==> src/rtl/slice_serial_adder_if.sv <==
// -----------------------------------------------------------------------------
// slice_serial_adder_if
//   Request/response bundle for the slice-serial adder.
//   master (requester): drives start, a, b, cin, sub; observes busy, done,
//                       sum, cout, ovf.
//   slave  (adder)    : the reverse directions.
// -----------------------------------------------------------------------------
interface slice_serial_adder_if #(
  parameter int WIDTH = 16
);
  logic             start;
  logic [WIDTH-1:0] a;
  logic [WIDTH-1:0] b;
  logic             cin;
  logic             sub;
  logic             busy;
  logic             done;
  logic [WIDTH-1:0] sum;
  logic             cout;
  logic             ovf;

  modport master (
    output start, a, b, cin, sub,
    input  busy, done, sum, cout, ovf
  );

  modport slave (
    input  start, a, b, cin, sub,
    output busy, done, sum, cout, ovf
  );
endinterface

==> src/rtl/slice_serial_adder.sv <==
// -----------------------------------------------------------------------------
// slice_serial_adder
//   Multi-cycle adder/subtractor: one SLICE-bit adder is reused WIDTH/SLICE
//   times, with the carry kept in a flop between slices.
//   sub=0 computes a+b+cin, sub=1 computes a-b (as a + ~b + 1, cin ignored).
//
// Ports
//   clk  : system clock, rising edge
//   rst  : synchronous, active-high reset (clears control and result state)
//   bus  : slave side of slice_serial_adder_if
//          start (in)  request, sampled only when not busy
//          a, b  (in)  operands, latched at the accepting edge
//          cin   (in)  carry-in for add mode
//          sub   (in)  0 = add, 1 = subtract
//          busy  (out) high while slices are processed
//          done  (out) one-cycle pulse when sum/cout/ovf are updated
//          sum   (out) result register
//          cout  (out) final carry-out (subtract: 1 = no borrow)
//          ovf   (out) two's-complement overflow
// -----------------------------------------------------------------------------
module slice_serial_adder #(
  parameter int WIDTH = 16,
  parameter int SLICE = 4
) (
  input  logic                  clk,
  input  logic                  rst,
  slice_serial_adder_if.slave   bus
);

  localparam int NSL = WIDTH / SLICE;
  localparam int KW  = (NSL > 1) ? $clog2(NSL) : 1;

  typedef enum logic [1:0] {
    IDLE = 2'd0,
    RUN  = 2'd1,
    DONE = 2'd2
  } state_t;

  state_t             r_state;
  state_t             w_state_nxt;

  logic [WIDTH-1:0]   r_opa;
  logic [WIDTH-1:0]   r_opb;
  logic [WIDTH-1:0]   r_part;
  logic               r_carry;
  logic [KW-1:0]      r_k;
  logic [WIDTH-1:0]   r_sum;
  logic               r_cout;
  logic               r_ovf;

  logic               w_accept;
  logic               w_last;
  logic [SLICE-1:0]   w_sa;
  logic [SLICE-1:0]   w_sb;
  logic [SLICE:0]     w_add;
  logic [SLICE-1:0]   w_res;
  logic               w_c;
  logic               w_cmsb;
  logic [WIDTH-1:0]   w_part_nxt;

  // A new request is taken in IDLE and in DONE (back-to-back), never in RUN.
  assign w_accept = bus.start && (r_state != RUN);
  assign w_last   = (r_k == KW'(NSL - 1));

  // Operands are shifted right after every slice, so the current slice is
  // always the low SLICE bits; no variable part-select is needed.
  assign w_sa  = r_opa[SLICE-1:0];
  assign w_sb  = r_opb[SLICE-1:0];
  assign w_add = {1'b0, w_sa} + {1'b0, w_sb} + {{SLICE{1'b0}}, r_carry};
  assign w_res = w_add[SLICE-1:0];
  assign w_c   = w_add[SLICE];

  // Carry into the slice MSB recovered from its sum bit: s = a ^ b ^ c_in.
  assign w_cmsb = w_sa[SLICE-1] ^ w_sb[SLICE-1] ^ w_res[SLICE-1];

  // Partial result fills from the top; after NSL slices slice 0 sits at bit 0.
  assign w_part_nxt = (r_part >> SLICE) | (WIDTH'(w_res) << (WIDTH - SLICE));

  // ---- state register ----
  always_ff @(posedge clk) begin
    if (rst) begin
      r_state <= IDLE;
    end else begin
      r_state <= w_state_nxt;
    end
  end

  // ---- next-state logic ----
  always_comb begin
    w_state_nxt = r_state;
    case (r_state)
      IDLE:    if (bus.start) w_state_nxt = RUN;
      RUN:     if (w_last)    w_state_nxt = DONE;
      DONE:    w_state_nxt = bus.start ? RUN : IDLE;
      default: w_state_nxt = IDLE;
    endcase
  end

  // ---- datapath: operand latch, slice iteration, result capture ----
  always_ff @(posedge clk) begin
    if (rst) begin
      r_opa   <= '0;
      r_opb   <= '0;
      r_part  <= '0;
      r_carry <= 1'b0;
      r_k     <= '0;
      r_sum   <= '0;
      r_cout  <= 1'b0;
      r_ovf   <= 1'b0;
    end else if (w_accept) begin
      r_opa   <= bus.a;
      r_opb   <= bus.sub ? ~bus.b : bus.b;
      r_carry <= bus.sub ? 1'b1 : bus.cin;
      r_k     <= '0;
      r_part  <= '0;
    end else if (r_state == RUN) begin
      r_opa   <= r_opa >> SLICE;
      r_opb   <= r_opb >> SLICE;
      r_part  <= w_part_nxt;
      r_carry <= w_c;
      r_k     <= r_k + KW'(1);
      if (w_last) begin
        r_sum  <= w_part_nxt;
        r_cout <= w_c;
        r_ovf  <= w_cmsb ^ w_c;
      end
    end
  end

  assign bus.busy = (r_state == RUN);
  assign bus.done = (r_state == DONE);
  assign bus.sum  = r_sum;
  assign bus.cout = r_cout;
  assign bus.ovf  = r_ovf;

endmodule
==> src/flat_wrapper.sv <==
// flat-port wrapper written by rule: the top's interface ports become plain ports
module slice_serial_adder_flat 
#(
  parameter int WIDTH = 16,
  parameter int SLICE = 4
)
  (clk, rst, bus_start, bus_a, bus_b, bus_cin, bus_sub, bus_busy, bus_done, bus_sum, bus_cout, bus_ovf);
  slice_serial_adder_if #(.WIDTH(WIDTH)) bus_i ();
  input  logic clk;
  input  logic rst;
  input wire logic [$bits(bus_i.start)-1:0] bus_start;
  input wire logic [$bits(bus_i.a)-1:0] bus_a;
  input wire logic [$bits(bus_i.b)-1:0] bus_b;
  input wire logic [$bits(bus_i.cin)-1:0] bus_cin;
  input wire logic [$bits(bus_i.sub)-1:0] bus_sub;
  output wire logic [$bits(bus_i.busy)-1:0] bus_busy;
  output wire logic [$bits(bus_i.done)-1:0] bus_done;
  output wire logic [$bits(bus_i.sum)-1:0] bus_sum;
  output wire logic [$bits(bus_i.cout)-1:0] bus_cout;
  output wire logic [$bits(bus_i.ovf)-1:0] bus_ovf;
  assign bus_i.start = bus_start;
  assign bus_i.a = bus_a;
  assign bus_i.b = bus_b;
  assign bus_i.cin = bus_cin;
  assign bus_i.sub = bus_sub;
  assign bus_busy = bus_i.busy;
  assign bus_done = bus_i.done;
  assign bus_sum = bus_i.sum;
  assign bus_cout = bus_i.cout;
  assign bus_ovf = bus_i.ovf;
  slice_serial_adder #(.WIDTH(WIDTH), .SLICE(SLICE)) u_core (.clk(clk), .rst(rst), .bus(bus_i));
endmodule
==> config.mk <==
export PLATFORM = sky130hd
export DESIGN_NAME = slice_serial_adder_flat
export DESIGN_NICKNAME = d
export VERILOG_FILES = /design/src/rtl/slice_serial_adder_if.sv /design/src/rtl/slice_serial_adder.sv /design/src/flat_wrapper.sv
export SDC_FILE = /design/constraint.sdc
export NUM_CORES = 1
export LEC_CHECK = 0
export CAP_MARGIN = 20
export CORE_UTILIZATION = 45
export DETAILED_ROUTE_END_ITERATION = 8
export PLACE_DENSITY_LB_ADDON = 0.25
export SLEW_MARGIN = 20
export SYNTH_ARGS = -nofsm -noshare
export SYNTH_HDL_FRONTEND = slang
export SYNTH_SLANG_ARGS = --single-unit
==> constraint.sdc <==
create_clock -name clk -period 2.5 [get_ports clk]
set_input_delay 0.375 -clock clk [delete_from_list [all_inputs] [get_ports clk]]
set_output_delay 0.375 -clock clk [all_outputs]
set_load 0.02 [all_outputs]
## Word level (Yosys, flattened, before mapping)

Cells that the tools add are included.

- Word-level logic and storage cells: 42
- Input port bits: 37
- Bits in registers: 71
- Output and inout bits: 20

- $add $sub $neg: 3
- Reductions and logical operators: 6
- Equality and inequality tests: 6
- Multiplexer cells: 12
- Bitwise gates (word level): 6

Operator list:

| kind | count |
|---|---|
| 16-bit 2-to-1 mux | 5 |
| 16-bit NOT | 1 |
| 12-bit by 16-bit OR with 16-bit output | 1 |
| 2-bit one-hot mux with 3 select lines | 1 |
| 4-bit by 4-bit adder with 5-bit output | 1 |
| 5-bit by 1-bit adder with 5-bit output | 1 |
| 2-bit equality test, second input constant | 2 |
| 1-bit 2-to-1 mux | 4 |
| 2-bit 2-to-1 mux | 2 |
| 2-bit by 1-bit inequality test with 1-bit output, second input constant | 2 |
| 3-bit AND reduction | 1 |
| 1-bit XOR | 3 |
| 2-bit by 1-bit adder with 2-bit output, second input constant | 1 |
| 2-bit by 1-bit equality test with 1-bit output, second input constant | 1 |
| 2-bit logical NOT | 1 |
| 2-bit inequality test, second input constant | 1 |
| 2-bit AND reduction | 1 |
| 2-bit nonzero test | 1 |
| 2-bit OR reduction | 1 |
| 1-bit logical AND | 1 |
| 1-bit NOT | 1 |

## Depth between registers and ports, before layout

Gate-level depths: netlist (run 1).

- Depth in word-level cells: 4
- Gate-level depth with buffers: 7

## Least setup slack after synthesis (run 1)

Ideal clock, no wire load.

- Path type: flip-flop to flip-flop
- Start: reg u_core.r_carry
- End: reg u_core.r_ovf (netlist: u_core.bus.ovf)
- Library setup time: 0.086 ns
- Path slack: 0.551 ns
- Clock period less this slack: 1.949 ns
- Cell stages (with the launch flop): 7
- Data arrival time: 1.863 ns
- Required time: 2.414 ns
- Path through: dfxtp_1 fa_1 fa_1 a21o_1 a21oi_1 xnor2_1 a211oi_1

- Longest elaborated chain between the ends: 3

RTL lines:

| what | RTL line | source |
|---|---|---|
| from (decl) | slice_serial_adder.sv:45 | `logic r_carry;` |
| from (signal assigned) | slice_serial_adder.sv:113 | `r_carry <= bus.sub ? 1'b1 : bus.cin;` |
| from (signal assigned) | slice_serial_adder.sv:120 | `r_carry <= w_c;` |
| 5-bit by 1-bit adder with 5-bit output (*) | slice_serial_adder.sv:69 | `assign w_add = {1'b0, w_sa} + {1'b0, w_sb} + {{SLICE{1'b0}}, r_carry};` |
| 1-bit XOR | slice_serial_adder.sv:74 | `assign w_cmsb = w_sa[SLICE-1] ^ w_sb[SLICE-1] ^ w_res[SLICE-1];` |
| 1-bit XOR (*) | slice_serial_adder.sv:125 | `r_ovf <= w_cmsb ^ w_c;` |
| to (signal assigned) | slice_serial_adder.sv:125 |  |
| to (decl) | slice_serial_adder.sv:49 | `logic r_ovf;` |

Mark *: on every way between the ends. The rest lies on a longest branch, timed or not.
A chain may end at the register's enable or synchronous reset.

## Worst setup path in the final report (run 1)

- Start: reg u_core.r_state[1]
- End: out bus_busy

- Longest elaborated chain between the ends: 1

RTL lines:

| what | RTL line | source |
|---|---|---|
| from (decl) | slice_serial_adder.sv:39 | `state_t r_state;` |
| from (signal assigned) | slice_serial_adder.sv:84 | `r_state <= w_state_nxt;` |
| 2-bit by 1-bit equality test with 1-bit output | slice_serial_adder.sv:130 | `assign bus.busy = (r_state == RUN);` |
| to (decl) | flat_wrapper.sv:16 | `output wire logic [$bits(bus_i.busy)-1:0] bus_busy;` |

No other way between the ends.

==> run_results.csv, run 1 <==
group,metric,value,unit
min_path,holdPathStages,3,
synthesis,synth.area.top_cells,"dfxtp_1, a211oi_1, a21oi_1",
synthesis,synth_common_cells,"dfxtp_1, nor2_1, nand2_1",
worst_setup_path,critical_path.endpoint_type,"output port",
clocking,clock-root-buffer,"clkbuf_8",
clocking,tritoncts,"yes",
grt,initial_antenna_violation_count,0,
worst_setup_path,setup.worst_path.class,"reg2out",
job,max-cap-violations,0,
placed_design,area_of_placed_instances,0.00339,mm^2
sta,finalHoldViolCount,0,
drt,antenna_left,0,
floorplanning,floorplan.rows,28,
floorplanning,core_area,0.00603,mm^2
grt,grt_pass1_vias,2144,
sta,max_slew.worst_pin.slew,0.649,ns
sta,setup_violations,0,
worst_setup_path,crit-reg2reg-capture,"u_core.bus.ovf",
clocking,cts.htree.levels,3,
placed_design,place.port_buffers,56,
drt,drt_wl_total,5600,um
final_layout,n_antenna_cell,0,
clocking,clock_insertion_delay_worst_skew,0.34,ns
pwr,cellPowerDensity,701,mW/mm^2
synthesis,synthesis.yosys.warnings,0,
sta,drv_slew,0,
final_layout,fillCellCount,562,
clocking,hold_buffers,0,
synthesis,ys_seq_area_share,47.1,%
placed_design,globalplace.congestion,0.701,
worst_setup_path,crit_arrival,1.84,ns
synthesis,post-synth-top-count-cell,"dfxtp_1",
clocking,cts_sinks,67,
drt,drt_iter0_markers,82,
sta,slew_headroom,56.7,%
sta,max_clock_freq,451,MHz
clocking,cts.clk_slew.worst_paths,0.06,ns
final_layout,drive_gt1_share,6.35,%
final_layout,finalInstanceArea,0.00363,mm^2
synthesis,synth_area_per_cell,8.69,um^2
floorplanning,dieHeight,81.6,um
grt,grt-ovfl-total,0,
clocking,post_cts_buffers,0,
sta,min_period,2.22,ns
drt,route.detailed.drc,0,
final_layout,multi_input_area,0.00136,mm^2
clocking,cts-root-to-sink-buffers,2,
outcome,status,"finished, final reports clean",
sta,total_negative_setup_slacks,0,ns
grt,largest_net_degree_at_the_start_of_global_routing,43,
drt,routed_via_density,5.00,
synthesis,netlist.area_leader.share,47.1,%
grt,grt_first_pass_wirelength,9530,um
worst_setup_path,worst-r2r-setup-slack,0.35,ns
synthesis,synth.lib_cells_used.distinct,26,
sta,setup_repair_after_global_routing_missed_its_margin,"no",
synthesis,mappedNetlistNets,371,
floorplanning,num_io_pins,57,
synthesis,yosys_most_used_dff,"dfxtp_1",
clocking,cts.repair.resized,0,
synthesis,post_synthesis_cell_area,0.00285,mm^2
floorplanning,initial_utilization,47.3,%
worst_setup_path,worstPathRequired,2.12,ns
pwr,worst_ir_drop_vdd,417,uV
worst_setup_path,setup.worst_path.start_class,"flip-flop",
min_path,holdCritStartpoint,"bus_start",
worst_setup_path,start_of_the_worst_register_to_register_path,"u_core.r_carry",
grt,grt_usage,19.2,%
worst_setup_path,crit_fanout,42,
drt,routed_wire_length_per_instance,12.4,um
min_path,min-delay-path-class,"in2reg",
synthesis,synth_top_area_cell,"dfxtp_1",
drt,dr_total_vias,2266,
synthesis,number_of_enable_flip_flop_cells_after_synthesis,0,
synthesis,async_flop_share,0,%
sta,fin_worst_skew,0.00484,ns
floorplanning,horizontal_extent_of_the_die,81.6,um
placed_design,detailedPlacementHpwl,3730,um
drt,drtPass1Iterations,5,
clocking,cts_buffers,9,
synthesis,post_synth_inst_count,328,
min_path,timing.hold.worst_endpoint,"u_core.r_state[0]",
sta,period_share,88.8,%
synthesis,yosys_register_bits,67,
worst_setup_path,worst-r2r-cell-count,6,
pwr,p_leak,0.00137,uW
final_layout,seq_area,0.00134,mm^2
final_layout,layout-area-overhead-vs-synth,27.6,%
floorplanning,die_area,0.00665,mm^2
final_layout,num-nets-final,416,
==> state kept, by name, indices dropped and copies added (netlist names) <==
name             flops
u_core.bus.cout      1
u_core.bus.ovf       1
u_core.bus.sum      16
u_core.r_carry       1
u_core.r_k           2
u_core.r_opa        16
u_core.r_opb        16
u_core.r_part       12
u_core.r_state       2
==> layout make-up <==
cell class | count | share of cell area (%)
inverters | 2 | 0.275
clock inverters | 5 | 2.75
repair buffers | 61 | 16.2
flip-flops and latches | 67 | 36.9
multi-input cells | 232 | 37.4
clock buffers | 11 | 3.89
well taps | 75 | 2.58
==> where the power goes <==
group | switching, uW | leakage, uW | internal (uW)
clock network | 396 | 0.000123 | 687
logic | 159 | 0.000697 | 152
registers | 33.2 | 0.000547 | 1120
total | 588 | 0.00137 | 1960
==> how the worst max path moves through the flow <==
stage | start | to | slack, ns
detailed placement | u_core.r_carry | u_core.bus.ovf | 0.42
CTS | u_core.r_state[1] | bus_busy | 0.26
finish | u_core.r_state[1] | bus_busy | 0.28
global placement | u_core.r_carry | u_core.bus.ovf | 0.48
global route | u_core.r_state[1] | bus_busy | 0.18
floorplan | u_core.r_carry | u_core.bus.ovf | 0.55
==> cells by family after synthesis <==
logic type,synth area share [%]
and+or+nand+nor,15.5
AOI/OAI and AO/OA,17.3
DFF,47.1
buffers and inverters,5.18
xor gates and xnor gates,6.15
muxes,5.62
adders and majority gates,3.16
==> routing by layer <==
metal | GRT usage [%] | vias to the layer above | part of all wire [%]
li1 | - | 1202 | -
met1 | 21.5 | 1004 | 46
met2 | 33.2 | 51 | 48
met3 | 7.33 | 9 | 4.4
met4 | 6.32 | 0 | 1.1
met5 | 0 | - | 0
==> critical path, cell delays in order, from the launching register on <==
cell             delay (ns)
dfxtp_1                0.31
nand2b_1               0.18
inv_4                  0.33
clkdlybuf4s50_1        0.68
==> through the flow <==
step	hold slack (ns)	worst slack [ns]	power, uW	utilization, %	instances
2_1_floorplan	0.432	0.551	1390	-	328
3_3_place_gp	0.442	0.480	1480	56.3	437
5_1_grt	0.423	0.176	2670	60.3	453
3_5_place_dp	0.449	0.422	1490	56.3	437
6_report	0.396	0.281	2550	60.3	453
4_1_cts	0.382	0.258	2570	60.3	453
==> cell usage in the layout, fill, tap and decap left out, drive strengths merged, types with 3 or more instances in the layout <==
cell / count
clkbuf: 11
clkdlybuf4s50: 54
buf: 7
xnor2: 19
nand2b: 3
a211oi: 32
a21oi: 40
mux2i: 16
a21o: 3
ha: 4
dfxtp: 67
nor2: 53
bufinv: 3
nand2: 51
Note: power is estimated with default switching activity, not from simulation.
==> run 2, diff against run 1 <==
--- a/config.mk
+++ b/config.mk
@@ -5,6 +5,8 @@
 export SDC_FILE = /design/constraint.sdc
 export NUM_CORES = 1
 export LEC_CHECK = 0
+export ABC_AREA = 1
+export ABC_CLOCK_PERIOD_IN_PS = 2500
 export CAP_MARGIN = 20
 export CORE_UTILIZATION = 45
 export DETAILED_ROUTE_END_ITERATION = 8
==> run 2 against run 1 <==
Against the previous run:
- the run now ends with DRC left
- sequential share of layout area fell by 1.0 points
- worst hold slack improved by 0.067 ns
- clock skew rose by 0.0032 ns
- clock-buffer cell count fell by 1
- maximum frequency rose by 17%
- first-iteration DRC count rose by 50%
- clock power fell by 29%
- synthesized cell count rose by 27%
- register-to-register slack improved by 0.35 ns
- non-clock buffer count fell by 1
- design area rose by 2.9%
- critical path type unchanged
- largest cell class unchanged
- largest power group unchanged
- highest routed layer unchanged
==> run_results.csv, run 2 <==
group,metric,value,unit
outcome,status,"finished with violations",
outcome,violations_in_the_final_reports,"DRC",
synthesis,yosys_most_used_dff,"dfxtp_1",
synthesis,yosys_register_bits,67,
grt,grt_pass1_vias,2578,
pwr,internal-power,1620,uW
clocking,post_cts_buffers,0,
clocking,cts.clk_slew.worst_paths,0.07,ns
sta,max_clock_freq,527,MHz
drt,drt_iter0_markers,123,
final_layout,drive_gt1_share,6.78,%
sta,setup_violations,0,
worst_setup_path,start_of_the_worst_register_to_register_path,"u_core.r_carry",
worst_setup_path,critical_path.slowest_cell,"clkdlybuf4s50_1",
sta,total_negative_setup_slacks,0,ns
clocking,cts-root-to-sink-buffers,2,
worst_setup_path,worst-r2r-cell-count,8,
sta,fin_worst_skew,0.00808,ns
clocking,tritoncts,"yes",
sta,timing.hold.ws,0.462,ns
floorplanning,dieHeight,83.8,um
sta,drv_slew,0,
sta,period_share,75.9,%
grt,grt_first_pass_wirelength,11100,um
synthesis,number_of_enable_flip_flop_cells_after_synthesis,0,
min_path,holdPathStages,2,
floorplanning,horizontal_extent_of_the_die,83.8,um
pwr,cellPowerDensity,589,mW/mm^2
worst_setup_path,crit_fanout,3,
clocking,hold_buffers,0,
pwr,design_power_total,2200,uW
synthesis,synth.lib_cells_used.distinct,24,
worst_setup_path,crit_arrival,1.52,ns
synthesis,synth.area.top_cells,"dfxtp_1, nand2_1, nor2_1",
sta,min_period,1.90,ns
pwr,power_frac_clock,34.9,%
pwr,p_leak,0.00165,uW
worst_setup_path,setup.worst_path.class,"reg2out",
final_layout,final_cell_mix,"nand2_1, dfxtp_1, clkdlybuf4s50_1, nor2_1, inv_1",
clocking,cts_buffers,9,
final_layout,layout.cells.most_common,"nand2_1",
placed_design,area_of_placed_instances,0.00357,mm^2
synthesis,ys_seq_area_share,44.5,%
grt,grt-ovfl-total,0,
floorplanning,num_io_pins,57,
synthesis,netlist.area_leader.share,44.5,%
synthesis,async_flop_share,0,%
synthesis,synth_area_per_cell,7.23,um^2
synthesis,synth_common_cells,"nand2_1, dfxtp_1, nor2_1",
synthesis,post-synth-top-count-cell,"nand2_1",
worst_setup_path,max_stage_delay,0.60,ns
clocking,cts.repair.resized,0,
synthesis,post_synthesis_cell_area,0.00301,mm^2
grt,largest_net_degree_at_the_start_of_global_routing,34,
worst_setup_path,worst-r2r-setup-slack,0.70,ns
synthesis,post_synth_inst_count,417,
sta,max_slew.worst_pin.slew,0.452,ns
clocking,cts.htree.levels,3,
worst_setup_path,critical_path.endpoint_type,"output port",
pwr,worst_ir_drop_vdd,356,uV
min_path,holdCritStartpoint,"u_core.r_opa[15]",
synthesis,synthesis.yosys.warnings,0,
sta,slew_headroom,69.8,%
grt,initial_antenna_violation_count,0,
clocking,clock_insertion_delay_worst_skew,0.33,ns
floorplanning,die_area,0.00703,mm^2
drt,routed_via_density,4.82,
worst_setup_path,worstPathRequired,2.12,ns
sta,setup_ws,0.603,ns
clocking,clock-root-buffer,"clkbuf_8",
pwr,swShare,26.5,%
sta,finalHoldViolCount,0,
synthesis,synth_top_area_cell,"dfxtp_1",
drt,dr_total_vias,2646,
final_layout,finalInstanceArea,0.00374,mm^2
worst_setup_path,critical-path-top-delay-family,"buffers and inverters",
worst_setup_path,setup.worst_path.start_class,"flip-flop",
floorplanning,floorplan.rows,29,
min_path,min-delay-path-class,"reg2reg",
synthesis,mappedNetlistNets,460,
sta,setup_repair_after_global_routing_missed_its_margin,"no",
floorplanning,initial_utilization,46.9,%
final_layout,layout-area-overhead-vs-synth,24.1,%
placed_design,pre_cts_ws,0.637,ns
placed_design,globalplace.congestion,0.744,
clocking,cts_sinks,67,
pwr,share_seq_of_total_power,51.5,%
min_path,timing.hold.worst_endpoint,"u_core.r_opa[15]",
worst_setup_path,crit-reg2reg-capture,"u_core.r_carry",
placed_design,place.port_buffers,56,
pwr,total_switching_power,583,uW
drt,route.detailed.drc,10,
drt,drt_wl_total,6130,um
pwr,power.combinational.fraction,13.6,%
placed_design,detailedPlacementHpwl,4220,um
drt,routed_wire_length_per_instance,11.2,um
drt,drtPass1Iterations,7,
job,max-cap-violations,0,
worst_setup_path,crit_path_cell_trace,"inv_1 -> nor2_4 -> clkdlybuf4s50_1",
final_layout,n_antenna_cell,0,
grt,grt_usage,19.5,%
worst_setup_path,critical_path_buf_inv_count,2,
drt,antenna_left,0,
floorplanning,core_area,0.00642,mm^2
final_layout,num-nets-final,511,
run 2: per-stage QoR:
stage | cells | utilization (%)
floorplan | 417 | -
global placement | 534 | 55.6
global route | 549 | 58.2
CTS | 549 | 58.2
finish | 549 | 58.2
detailed placement | 534 | 55.6
run 2: routing by layer:
layer / global-route usage (%) / part of all wire (%) / vias up
met5: 0 / 0 / -
li1: - / - / 1387
met3: 3.36 / 5.3 / 8
met4: 8.78 / 1.5 / 0
met2: 33.5 / 49 / 76
met1: 23.9 / 44 / 1175
run 2: worst max path at each step:
stage                     cells after the start         startpoint                end  slack (ns)
final                                         3  u_core.r_state[0]           bus_busy        0.60
after global routing                          3  u_core.r_state[0]           bus_busy        0.53
after CTS                                     3  u_core.r_state[0]           bus_busy        0.58
after detailed placement                      6          bus_start  u_core.r_part[15]        0.64
after global placement                        6          bus_start  u_core.r_part[15]        0.69
after floorplan                               8     u_core.r_carry     u_core.r_carry        0.84
run 2: area by class of cell:
class | count | area (um^2)
Clock inverter | 5 | 30.0
Multi-Input combinational cell | 292 | 1400
Inverter | 38 | 145
Timing Repair Buffer | 60 | 591
Tap cell | 77 | 96.3
Sequential cell | 67 | 1340
Fill cell | 636 | 2680
Clock buffer | 10 | 138
run 2: worst register-to-register path, cell delays in order (launching register included):
cell     delay [ns]
dfxtp_1        0.33
fa_1           0.47
fa_1           0.44
nand2_1        0.09
nand2_1        0.05
nand2_1        0.11
nor2_1         0.06
nor2_1         0.11
nor2_1         0.04
run 2: power groups by stage:
| stage | registers [uW] | logic [uW] | clock network (uW) |
|---|---|---|---|
| after CTS | 1140 | 301 | 788 |
| after detailed placement | 1160 | 300 | 0 |
| after floorplan | 1150 | 208 | 0 |
| after global placement | 1160 | 294 | 0 |
| final | 1140 | 299 | 768 |
| after global routing | 1140 | 341 | 835 |
run 2: cells by family after synthesis:
group	after synthesis	share of synthesized area (%)
flops	67	44.5
simple gates	227	30.9
compound gates	41	7.27
fa+ha+maj	6	2.99
buf+inv	58	9.05
xor+xnor	18	5.23
==> run 3, diff against run 2 <==
--- a/config.mk
+++ b/config.mk
@@ -6,7 +6,7 @@
 export NUM_CORES = 1
 export LEC_CHECK = 0
 export ABC_AREA = 1
-export ABC_CLOCK_PERIOD_IN_PS = 2500
+export ABC_CLOCK_PERIOD_IN_PS = 1800
 export CAP_MARGIN = 20
 export CORE_UTILIZATION = 45
 export DETAILED_ROUTE_END_ITERATION = 8
==> constraint.sdc (replaced) <==
create_clock -name clk -period 1.8 [get_ports clk]
set_input_delay 0.27 -clock clk [delete_from_list [all_inputs] [get_ports clk]]
set_output_delay 0.27 -clock clk [all_outputs]
set_load 0.02 [all_outputs]
==> run 3 against run 2 <==
Against the previous run:
- the flow still finishes with violations (DRC)
- clock-buffer cell count grew 2
- register-to-register slack lost 0.56 ns
- die area is the same
- combinational power grew 41%
- final cell count grew 0.91%
- clock power grew 35%
- critical path depth grew 5
- sequential cell count is the same
- sequential share of layout area shrank 0.34 points
- power grew 38%
- design area grew 0.97%
- largest cell class unchanged
==> run_results.csv, run 3 (same netlist as run 2, synthesis figures left out) <==
group,metric,value,unit
outcome,status,"finished with violations",
outcome,violations_in_the_final_reports,"DRC",
sta,timing.hold.ws,0.462,ns
min_path,min-delay-path-class,"reg2reg",
worst_setup_path,worstPathRequired,2.02,ns
placed_design,pre_cts_ws,0.0223,ns
drt,route.detailed.drc,10,
min_path,holdPathStages,2,
clocking,cts.htree.levels,3,
final_layout,final_cell_mix,"nand2_1, dfxtp_1, clkdlybuf4s50_1, nor2_1, inv_1",
sta,setup_repair_after_global_routing_missed_its_margin,"yes",
floorplanning,initial_utilization,46.9,%
placed_design,detailedPlacementHpwl,4200,um
sta,min_period,1.66,ns
final_layout,drive_gt1_share,7.76,%
sta,slew_headroom,69.4,%
worst_setup_path,crit_fanout,3,
sta,fin_worst_skew,0.00388,ns
clocking,hold_buffers,0,
sta,max_clock_freq,601,MHz
worst_setup_path,setup.worst_path.class,"reg2reg",
sta,period_share,92.4,%
drt,antenna_left,0,
sta,finalHoldViolCount,0,
clocking,cts_sinks,67,
job,max-cap-violations,0,
clocking,cts.clk_slew.worst_paths,0.06,ns
grt,grt_usage,18.8,%
clocking,cts-root-to-sink-buffers,2,
worst_setup_path,worst-r2r-cell-count,8,
pwr,worst_ir_drop_vdd,541,uV
drt,routed_via_density,4.69,
final_layout,layout.cells.most_common,"nand2_1",
clocking,clock-root-buffer,"clkbuf_8",
pwr,cellPowerDensity,806,mW/mm^2
clocking,tritoncts,"yes",
final_layout,fillCellCount,609,
grt,grt-ovfl-total,0,
placed_design,globalplace.congestion,0.765,
final_layout,num-nets-final,516,
worst_setup_path,worst-r2r-setup-slack,0.14,ns
grt,initial_antenna_violation_count,0,
drt,drt_wl_total,5970,um
final_layout,layout-area-overhead-vs-synth,25.3,%
drt,drt_iter0_markers,147,
floorplanning,num_io_pins,57,
worst_setup_path,critical_path.endpoint_type,"flip-flop",
drt,routed_wire_length_per_instance,10.8,um
sta,setup_ws,0.137,ns
pwr,p_leak,0.00169,uW
grt,grt_pass1_vias,2447,
clocking,clock_insertion_delay_worst_skew,0.34,ns
grt,grt_first_pass_wirelength,10600,um
clocking,cts_buffers,9,
floorplanning,dieHeight,83.8,um
drt,drtPass1Iterations,7,
sta,setup_violations,0,
placed_design,place.port_buffers,56,
floorplanning,die_area,0.00703,mm^2
floorplanning,floorplan.rows,29,
floorplanning,horizontal_extent_of_the_die,83.8,um
drt,dr_total_vias,2599,
clocking,post_cts_buffers,0,
worst_setup_path,setup.worst_path.start_class,"flip-flop",
sta,max_slew.worst_pin.slew,0.458,ns
final_layout,n_antenna_cell,0,
grt,largest_net_degree_at_the_start_of_global_routing,34,
worst_setup_path,crit_arrival,1.88,ns
final_layout,layout.core_utilization,58.8,%
sta,drv_slew,0,
floorplanning,core_area,0.00642,mm^2
==> run 3: changes by cell type in the layout (fill, tap and decap cells not counted) <==
cell             before  now
buf_4                 4    9
clkbuf_1              0    2
clkdlybuf4s50_1      56   54
clkinvlp_4            2    0
dlygate4sd2_1         0    1
dlymetal6s2s_1        0    1
fa_1                  2    0
fa_2                  0    2
==> run 3: through the flow <==
| step | cell area, um^2 | total power [uW] | TNS, ns | cells |
|---|---|---|---|---|
| 5_1_grt | 3780 | 3210 | -0.000143 | 554 |
| 3_3_place_gp | 3610 | 2030 | 0 | 539 |
| 6_report | 3780 | 3040 | 0 | 554 |
| 3_5_place_dp | 3610 | 2030 | 0 | 539 |
| 2_1_floorplan | 3010 | 1890 | 0 | 417 |
| 4_1_cts | 3770 | 3080 | 0 | 554 |
==> run 3: routing by layer <==
layer  wire length (um)  GRT usage, %  vias to the layer above  part of all wire [%]
met1               2790          22.5                     1126                    47
met4                 73          9.09                        0                   1.2
met5                  0             0                        -                     0
met2               2800          32.1                       68                    47
met3                307          3.86                        6                   5.1
li1                   -             -                     1399                     -
==> run 3: path summary, 6_finish.rpt <==
check | from | to
setup / recovery | u_core.r_carry | u_core.r_carry
hold / removal | u_core.r_opa[14] | u_core.r_opa[14]
setup reg to reg | u_core.r_carry | u_core.r_carry
hold reg to reg | u_core.r_opa[14] | u_core.r_opa[14]
==> run 3: cell type report <==
cell class	instances	area, um^2	share of cell area [%]
Clock buffer	12	145	3.84
Clock inverter	3	15.0	0.398
Inverter	38	145	3.84
Multi-Input combinational cell	292	1400	37.2
Sequential cell	67	1340	35.5
Tap cell	77	96.3	2.55
Timing Repair Buffer	65	629	16.7
==> run 3: critical path, stage by stage, from the launching register on <==
cell and delay, ns:
dfxtp_1 0.33, fa_2 0.42, fa_2 0.38, nand2_1 0.08
nand2_1 0.05, nand2_1 0.09, nor2_1 0.05, nor2_1 0.10
nor2_1 0.05
==> run 3: what timing repair did <==
action | in CTS | in global routing
gates resized for setup | 1 | 3
pin swaps | 0 | 0
setup endpoints to repair | 1 | 3
==> run 3: where the power goes <==
group	internal (uW)	leakage, uW	switching, uW
clock network	523	0.0000860	521
logic	194	0.00106	228
registers	1540	0.000545	34.7
total	2260	0.00169	784
